$ cat src/rtl/norm_pipe_if.sv
// AXI-stream style beat bundle shared by the input and output sides of norm_pipe.
interface norm_pipe_if #(
    parameter int DW = 32,
    parameter int UW = 2
);
    logic          tvalid;
    logic          tready;
    logic [DW-1:0] tdata;
    logic [UW-1:0] tuser;
    logic          tlast;

    modport master (output tvalid, tdata, tuser, tlast, input tready);
    modport slave  (input tvalid, tdata, tuser, tlast, output tready);
endinterface

$ cat src/rtl/norm_pipe.sv
// Per-lane pixel normalisation: multiply by a fixed-point reciprocal, round half up,
// saturate; frame-sequenced by ap_start/cf_ap_done with a two-stage stallable pipeline.
module norm_pipe #(
    parameter int PIXEL_BIT_WIDTH = 16,
    parameter int FRAC_BITS       = 10,
    parameter int LANES           = 2,
    parameter int USER_WIDTH      = 2,
    parameter int CNT_WIDTH       = 24
) (
    input  logic                       clk,
    input  logic                       srst,
    input  logic                       s_axis_resetn,
    input  logic                       ap_start,
    input  logic                       cf_ap_done,
    output logic                       ap_done,
    output logic                       ap_idle,
    input  logic [PIXEL_BIT_WIDTH-1:0] norm_coef,
    input  logic [CNT_WIDTH-1:0]       frame_beats,
    norm_pipe_if.slave                 s_axis,
    norm_pipe_if.master                m_axis,
    output logic                       ovf_sticky
);
    localparam int unsigned W  = PIXEL_BIT_WIDTH;
    localparam int unsigned PW = 2 * W;
    localparam logic [PW:0] HALF  = (PW+1)'(1) << (FRAC_BITS - 1);
    localparam logic [PW:0] LIMIT = (PW+1)'({W{1'b1}});

    localparam logic [1:0] ST_IDLE    = 2'd0;
    localparam logic [1:0] ST_WAIT_CF = 2'd1;
    localparam logic [1:0] ST_RUN     = 2'd2;
    localparam logic [1:0] ST_DRAIN   = 2'd3;

    logic                   rst;
    logic [1:0]             state;
    logic [W-1:0]           coef_q;
    logic [CNT_WIDTH-1:0]   last_idx;
    logic [CNT_WIDTH-1:0]   in_cnt;
    logic                   s1_valid, s1_last, s2_valid, s2_last;
    logic [USER_WIDTH-1:0]  s1_user, s2_user;
    logic [PW-1:0]          s1_prod [LANES];
    logic [LANES*W-1:0]     s2_data, rnd_data;
    logic                   any_sat;
    logic                   en, in_fire, out_fire, in_is_last;

    assign rst        = srst | ~s_axis_resetn;
    assign en         = !s2_valid || m_axis.tready;
    assign s_axis.tready = (state == ST_RUN) && en;
    assign in_fire    = s_axis.tvalid && s_axis.tready;
    assign out_fire   = s2_valid && m_axis.tready;
    assign in_is_last = (in_cnt == last_idx);

    assign ap_idle       = (state == ST_IDLE);
    assign m_axis.tvalid = s2_valid;
    assign m_axis.tdata  = s2_data;
    assign m_axis.tuser  = s2_user;
    assign m_axis.tlast  = s2_valid && s2_last;

    // Sum is one bit wider than the product so the rounding offset can never wrap.
    always_comb begin : round_sat
        logic [PW:0] sum;
        logic [PW:0] rq;
        sum      = '0;
        rq       = '0;
        rnd_data = '0;
        any_sat  = 1'b0;
        for (int unsigned k = 0; k < LANES; k++) begin
            sum = {1'b0, s1_prod[k]} + HALF;
            rq  = sum >> FRAC_BITS;
            if (rq > LIMIT) begin
                rnd_data[k*W +: W] = '1;
                any_sat            = 1'b1;
            end else begin
                rnd_data[k*W +: W] = rq[W-1:0];
            end
        end
    end

    always_ff @(posedge clk) begin
        if (rst) begin
            state      <= ST_IDLE;
            coef_q     <= '0;
            last_idx   <= '0;
            in_cnt     <= '0;
            ovf_sticky <= 1'b0;
            ap_done    <= 1'b0;
        end else begin
            ap_done <= out_fire && s2_last;
            case (state)
                ST_IDLE: if (ap_start) begin
                    coef_q   <= norm_coef;
                    last_idx <= (frame_beats == '0) ? '0 : frame_beats - 1'b1;
                    in_cnt   <= '0;
                    state    <= cf_ap_done ? ST_RUN : ST_WAIT_CF;
                end
                ST_WAIT_CF: if (cf_ap_done) state <= ST_RUN;
                ST_RUN: if (in_fire) begin
                    if (in_is_last) begin
                        in_cnt <= '0;
                        state  <= ST_DRAIN;
                    end else begin
                        in_cnt <= in_cnt + 1'b1;
                    end
                end
                ST_DRAIN: if (out_fire && s2_last) state <= ST_IDLE;
                default: state <= ST_IDLE;
            endcase
            if (state == ST_IDLE && ap_start)
                ovf_sticky <= 1'b0;
            else if (en && s1_valid && any_sat)
                ovf_sticky <= 1'b1;
        end
    end

    // Last-beat tag rides with the data, so tlast needs no separate output counter.
    always_ff @(posedge clk) begin
        if (rst) begin
            s1_valid <= 1'b0;
            s1_last  <= 1'b0;
            s1_user  <= '0;
            s2_valid <= 1'b0;
            s2_last  <= 1'b0;
            s2_user  <= '0;
            s2_data  <= '0;
            for (int unsigned k = 0; k < LANES; k++) s1_prod[k] <= '0;
        end else if (en) begin
            s1_valid <= in_fire;
            if (in_fire) begin
                for (int unsigned k = 0; k < LANES; k++)
                    s1_prod[k] <= PW'(s_axis.tdata[k*W +: W]) * PW'(coef_q);
                s1_user <= s_axis.tuser;
                s1_last <= in_is_last;
            end
            s2_valid <= s1_valid;
            if (s1_valid) begin
                s2_data <= rnd_data;
                s2_user <= s1_user;
                s2_last <= s1_last;
            end
        end
    end
endmodule

$ cat src/flat_wrapper.sv
// flat-port wrapper written by rule: the top's interface ports become plain ports
module norm_pipe_flat 
#(
    parameter int PIXEL_BIT_WIDTH = 16,
    parameter int FRAC_BITS       = 10,
    parameter int LANES           = 2,
    parameter int USER_WIDTH      = 2,
    parameter int CNT_WIDTH       = 24
)
  (clk, srst, s_axis_resetn, ap_start, cf_ap_done, ap_done, ap_idle, norm_coef, frame_beats, ovf_sticky, s_axis_tvalid, s_axis_tdata, s_axis_tuser, s_axis_tlast, s_axis_tready, m_axis_tvalid, m_axis_tdata, m_axis_tuser, m_axis_tlast, m_axis_tready);
  norm_pipe_if #(.DW((2)*(16)), .UW((2))) s_axis_i ();
  norm_pipe_if #(.DW((2)*(16)), .UW((2))) m_axis_i ();
  input  logic clk;
  input  logic srst;
  input  logic s_axis_resetn;
  input  logic ap_start;
  input  logic cf_ap_done;
  output logic ap_done;
  output logic ap_idle;
  input  logic [PIXEL_BIT_WIDTH-1:0] norm_coef;
  input  logic [CNT_WIDTH-1:0] frame_beats;
  output logic ovf_sticky;
  input wire logic [$bits(s_axis_i.tvalid)-1:0] s_axis_tvalid;
  input wire logic [$bits(s_axis_i.tdata)-1:0] s_axis_tdata;
  input wire logic [$bits(s_axis_i.tuser)-1:0] s_axis_tuser;
  input wire logic [$bits(s_axis_i.tlast)-1:0] s_axis_tlast;
  output wire logic [$bits(s_axis_i.tready)-1:0] s_axis_tready;
  output wire logic [$bits(m_axis_i.tvalid)-1:0] m_axis_tvalid;
  output wire logic [$bits(m_axis_i.tdata)-1:0] m_axis_tdata;
  output wire logic [$bits(m_axis_i.tuser)-1:0] m_axis_tuser;
  output wire logic [$bits(m_axis_i.tlast)-1:0] m_axis_tlast;
  input wire logic [$bits(m_axis_i.tready)-1:0] m_axis_tready;
  assign s_axis_i.tvalid = s_axis_tvalid;
  assign s_axis_i.tdata = s_axis_tdata;
  assign s_axis_i.tuser = s_axis_tuser;
  assign s_axis_i.tlast = s_axis_tlast;
  assign s_axis_tready = s_axis_i.tready;
  assign m_axis_tvalid = m_axis_i.tvalid;
  assign m_axis_tdata = m_axis_i.tdata;
  assign m_axis_tuser = m_axis_i.tuser;
  assign m_axis_tlast = m_axis_i.tlast;
  assign m_axis_i.tready = m_axis_tready;
  norm_pipe #(.PIXEL_BIT_WIDTH(PIXEL_BIT_WIDTH), .FRAC_BITS(FRAC_BITS), .LANES(LANES), .USER_WIDTH(USER_WIDTH), .CNT_WIDTH(CNT_WIDTH)) u_core (.clk(clk), .srst(srst), .s_axis_resetn(s_axis_resetn), .ap_start(ap_start), .cf_ap_done(cf_ap_done), .ap_done(ap_done), .ap_idle(ap_idle), .norm_coef(norm_coef), .frame_beats(frame_beats), .s_axis(s_axis_i), .m_axis(m_axis_i), .ovf_sticky(ovf_sticky));
endmodule
$ cat config.mk
export PLATFORM = sky130hd
export DESIGN_NAME = norm_pipe_flat
export DESIGN_NICKNAME = d
export VERILOG_FILES = /design/src/rtl/norm_pipe_if.sv /design/src/rtl/norm_pipe.sv /design/src/flat_wrapper.sv
export SDC_FILE = /design/constraint.sdc
export NUM_CORES = 1
export LEC_CHECK = 0
export ABC_AREA = 1
export BUFFER_PORTS_ARGS = -buffer_cell sky130_fd_sc_hd__buf_2
export CORE_UTILIZATION = 65
export DETAILED_ROUTE_END_ITERATION = 8
export PLACE_DENSITY = 0.91
export SETUP_SLACK_MARGIN = 0.3
export SLEW_MARGIN = 20
export SYNTH_ARGS = -nofsm -noshare
export SYNTH_HDL_FRONTEND = slang
export SYNTH_SLANG_ARGS = --single-unit
$ cat constraint.sdc
create_clock -name clk -period 17.1 [get_ports clk]
set_input_delay 4.275 -clock clk [delete_from_list [all_inputs] [get_ports clk]]
set_output_delay 4.275 -clock clk [all_outputs]
set_load 0.03 [all_outputs]
==> impl_metrics.env <==
export IMPL_tritoncts="built"
export IMPL_fmax_ghz=0.102
export IMPL_required_ns=17.32
export IMPL_p_leak_uw=0.0150
export IMPL_synth_seq_cells=154
export IMPL_grt_pass1_vias=23742
export IMPL_die_x_um=202
export IMPL_max_cap_viol_count=0
export IMPL_grt_overflow_total=0
export IMPL_synth_flop_cell="dfxtp_1"
export IMPL_status="complete, no violations"
export IMPL_instances_no_fill=4120
export IMPL_synth_cells=3583
export IMPL_min_path_type="reg -> reg"
export IMPL_path_cells="buf_2, nand2_1, fa_1, fa_1, fa_1, inv_1, fa_1, fa_1, inv_1, fa_1, inv_1, ha_1, nand2_1, nor2_1, inv_1, o21ai_0, nand2_1, nand2_1, nand2_1, a21oi_1"
export IMPL_post_place_ws_ns=7.22
export IMPL_cp_common_cell="fa_1"
export IMPL_ctsResizeCount=0
export IMPL_ctsHoldBuffers=0
export IMPL_antenna_found_initial=3
export IMPL_startpoint_type="input pin"
export IMPL_dp_hpwl_um=51400
export IMPL_grt_max_degree=50
export IMPL_post_cts_setup_buffers=0
export IMPL_finalClockSkew_ns=0.0279
export IMPL_postLayoutSetupSlackWorst_ns=7.33
export IMPL_fin_crit_ns=9.77
export IMPL_routabilityCongestion=0.976
export IMPL_initialDrtViolationCount=2137
export IMPL_htree_levels=4
export IMPL_max_vdd_ir_drop_mv=0.0545
export IMPL_rsz0062_at_grt="no"
export IMPL_area_growth_pct=5.33
export IMPL_synth_top_area_share_pct=29.6
export IMPL_cts_root_buf="clkbuf_16"
export IMPL_avgSynthCellArea_sq_um=7.27
export IMPL_synthTopCellsByArea="fa_1 30%, inv_1 13%, nand2_1 13%"
export IMPL_crit_arrival_ns=9.99
export IMPL_fin_nets=4263
export IMPL_first_pass_iters=5
export IMPL_final_antenna_net_count=0
export IMPL_grt_use_total_pct=33.9
export IMPL_cp_slowest_cell="fa_1"
export IMPL_clockBufferDepth=2
export IMPL_crit_path_start="s_axis_tdata[26]"
export IMPL_async_flop_share_pct=0
export IMPL_synth_cell_types=46
export IMPL_power_internal_uw=846
export IMPL_finalHoldViolCount=0
export IMPL_start_util_pct=66.7
export IMPL_swShare_pct=44.3
export IMPL_io_buffers=120
export IMPL_cts_made_buffers=17
export IMPL_coreArea_sq_um=39100
export IMPL_insertion_delay_ns=0.48
export IMPL_dp_cells=4084
export IMPL_clockPowerShare_pct=25.6
export IMPL_drive_above_1_share_pct=6.67
export IMPL_num_vias=22846
export IMPL_power_frac_comb_pct=48.0
export IMPL_path_class="in -> reg"
export IMPL_r2r_start="u_core.coef_q[3]"
export IMPL_rows=72
export IMPL_crit_path_max_fanout=16
export IMPL_power_density_nw_per_um2=55.4
export IMPL_cts_sinks=154
export IMPL_dieArea_sq_um=40900
export IMPL_tightest_slew_ns=1.15
export IMPL_setup_viol=0
export IMPL_synth_edff_count=46
export IMPL_p_sw_uw=674
export IMPL_netlist_area_sq_um=26100
export IMPL_wl_um=66600
export IMPL_ios=122
export IMPL_end_kind="flop"
export IMPL_max_stage_delay_ns=0.58
export IMPL_dieHeight_um=202
export IMPL_hold_start="u_core.s1_user[1]"
export IMPL_remaining_drc_errors=0
export IMPL_synth_fp_nets=4261
export IMPL_timing_final_crit_share_pct=57.1
export IMPL_slew_violations=0
export IMPL_yosysSeqAreaShare_pct=13.6
export IMPL_yosysTopAreaCell="fa_1"
export IMPL_cts_clk_slew_worst_paths_ns=0.07
export IMPL_viasPerCell=5.55
export IMPL_slew_headroom_pct=23.1
export IMPL_wl_per_cell_um=16.2
export IMPL_grt_pass1_wl_um=112000
export IMPL_yosys_warnings=0
export IMPL_tns_ns=0
export IMPL_p_seq_share_pct=26.4
export IMPL_hold_ws_ns=0.455
## synth_stat cells, drive strengths merged, types with 33 or more instances
master / count
o21ai: 110
nor3: 33
ha: 210
nand4: 37
nand3: 114
nand2: 880
inv: 906
clkbuf: 141
xor2: 48
a21oi: 120
nor2: 297
edfxtp: 46
xnor2: 39
fa: 386
dfxtp: 108
## power groups by stage
stage               Combinational [uW]  Clock [uW]  Sequential (uW)
floorplan                          523           0              401
global placement                   675           0              408
detailed placement                 706           0              409
CTS                                717         392              401
global route                       824         407              402
finish                             729         390              401
## cell families (layout without fill, tap and decap cells)
group,Yosys count,after routing,share of synthesized area (%)
adder cells (fa/ha/maj),596,596,39.7
buffers and inverters,1063,1078,15.4
AND/OR/NAND/NOR,1387,1387,21.8
other,0,4,0
XOR/XNOR,87,87,2.92
AO/OA/AOI/OAI,296,296,6.51
flip-flops,154,154,13.6
## area by class of cell
cell class	instances	area, sq um
Antenna cell	4	10.0
Fill cell	3031	11600
Sequential cell	154	3540
Multi-Input combinational cell	2366	18500
Inverter	907	3400
Clock buffer	18	439
Tap cell	518	648
Timing Repair Buffer	139	743
Clock inverter	14	135
## sequential cells by signal (all words and copies together) (netlist names)
| register | flops |
|---|---|
| u_core.s1_prod | 46 |
| u_core.m_axis.tdata | 32 |
| u_core.in_cnt | 24 |
| u_core.last_idx | 24 |
| u_core.coef_q | 16 |
| u_core.m_axis.tuser | 2 |
| u_core.s1_user | 2 |
| u_core.state | 2 |
| u_core.ap_done | 1 |
| u_core.m_axis.tvalid | 1 |
| u_core.ovf_sticky | 1 |
| u_core.s1_last | 1 |
| u_core.s1_valid | 1 |
| u_core.s2_last | 1 |
## worst max-delay path: cells and delay by family
family / cells / cell delay (ns)
adders and majority gates: 7 / 3.65
and+or+nand+nor: 6 / 0.85
AOI/OAI and AO/OA: 2 / 0.63
buffers and inverters: 5 / 0.58
## through the flow
step	total power (uW)	instance area (sq um)	util [%]
floorplan	925	26100	-
global placement	1080	26900	68.7
detailed placement	1110	26900	68.7
CTS	1510	27400	70.2
global route	1630	27400	70.2
finish	1520	27500	70.2
## layout by cell type (no fill, tap or decap), types with 3 or more instances in the layout
cell / n
nand2_1: 867
nor4_1: 5
ha_1: 210
nand3_2: 3
a21o_1: 18
buf_4: 19
o21bai_1: 11
inv_1: 903
buf_2: 120
nor2_1: 281
nor2_2: 7
nor3_1: 31
clkinv_2: 3
nand3b_1: 8
fa_1: 386
inv_8: 3
o22ai_1: 12
edfxtp_1: 46
nor2_4: 9
nand3_1: 111
o21ai_0: 87
clkbuf_16: 17
inv_2: 3
xnor2_1: 39
a21boi_0: 5
dfxtp_1: 108
inv_6: 3
a31oi_1: 10
o31ai_1: 3
xor2_1: 48
nand2_2: 12
o21ai_1: 3
o21ai_2: 20
nand4_1: 37
diode_2: 4
a21oi_1: 120
or2_2: 10
## metal layers
layer  track usage, %  part of all wire, %
met5                0                0.020
met4             13.3                  3.3
met2             57.0                   48
met3             6.51                   10
met1             43.3                   39
## final timing paths
check / slack [ns] / end / cells past startpoint
min reg2reg: 0.45 / u_core.m_axis.tuser[1] / 2
max: 7.33 / u_core.s1_prod[0][62] / 20
min: 0.45 / u_core.m_axis.tuser[1] / 2
max reg2reg: 10.65 / u_core.s1_prod[0][62] / 20
No activity file was read; power rests on OpenSTA's default activity.
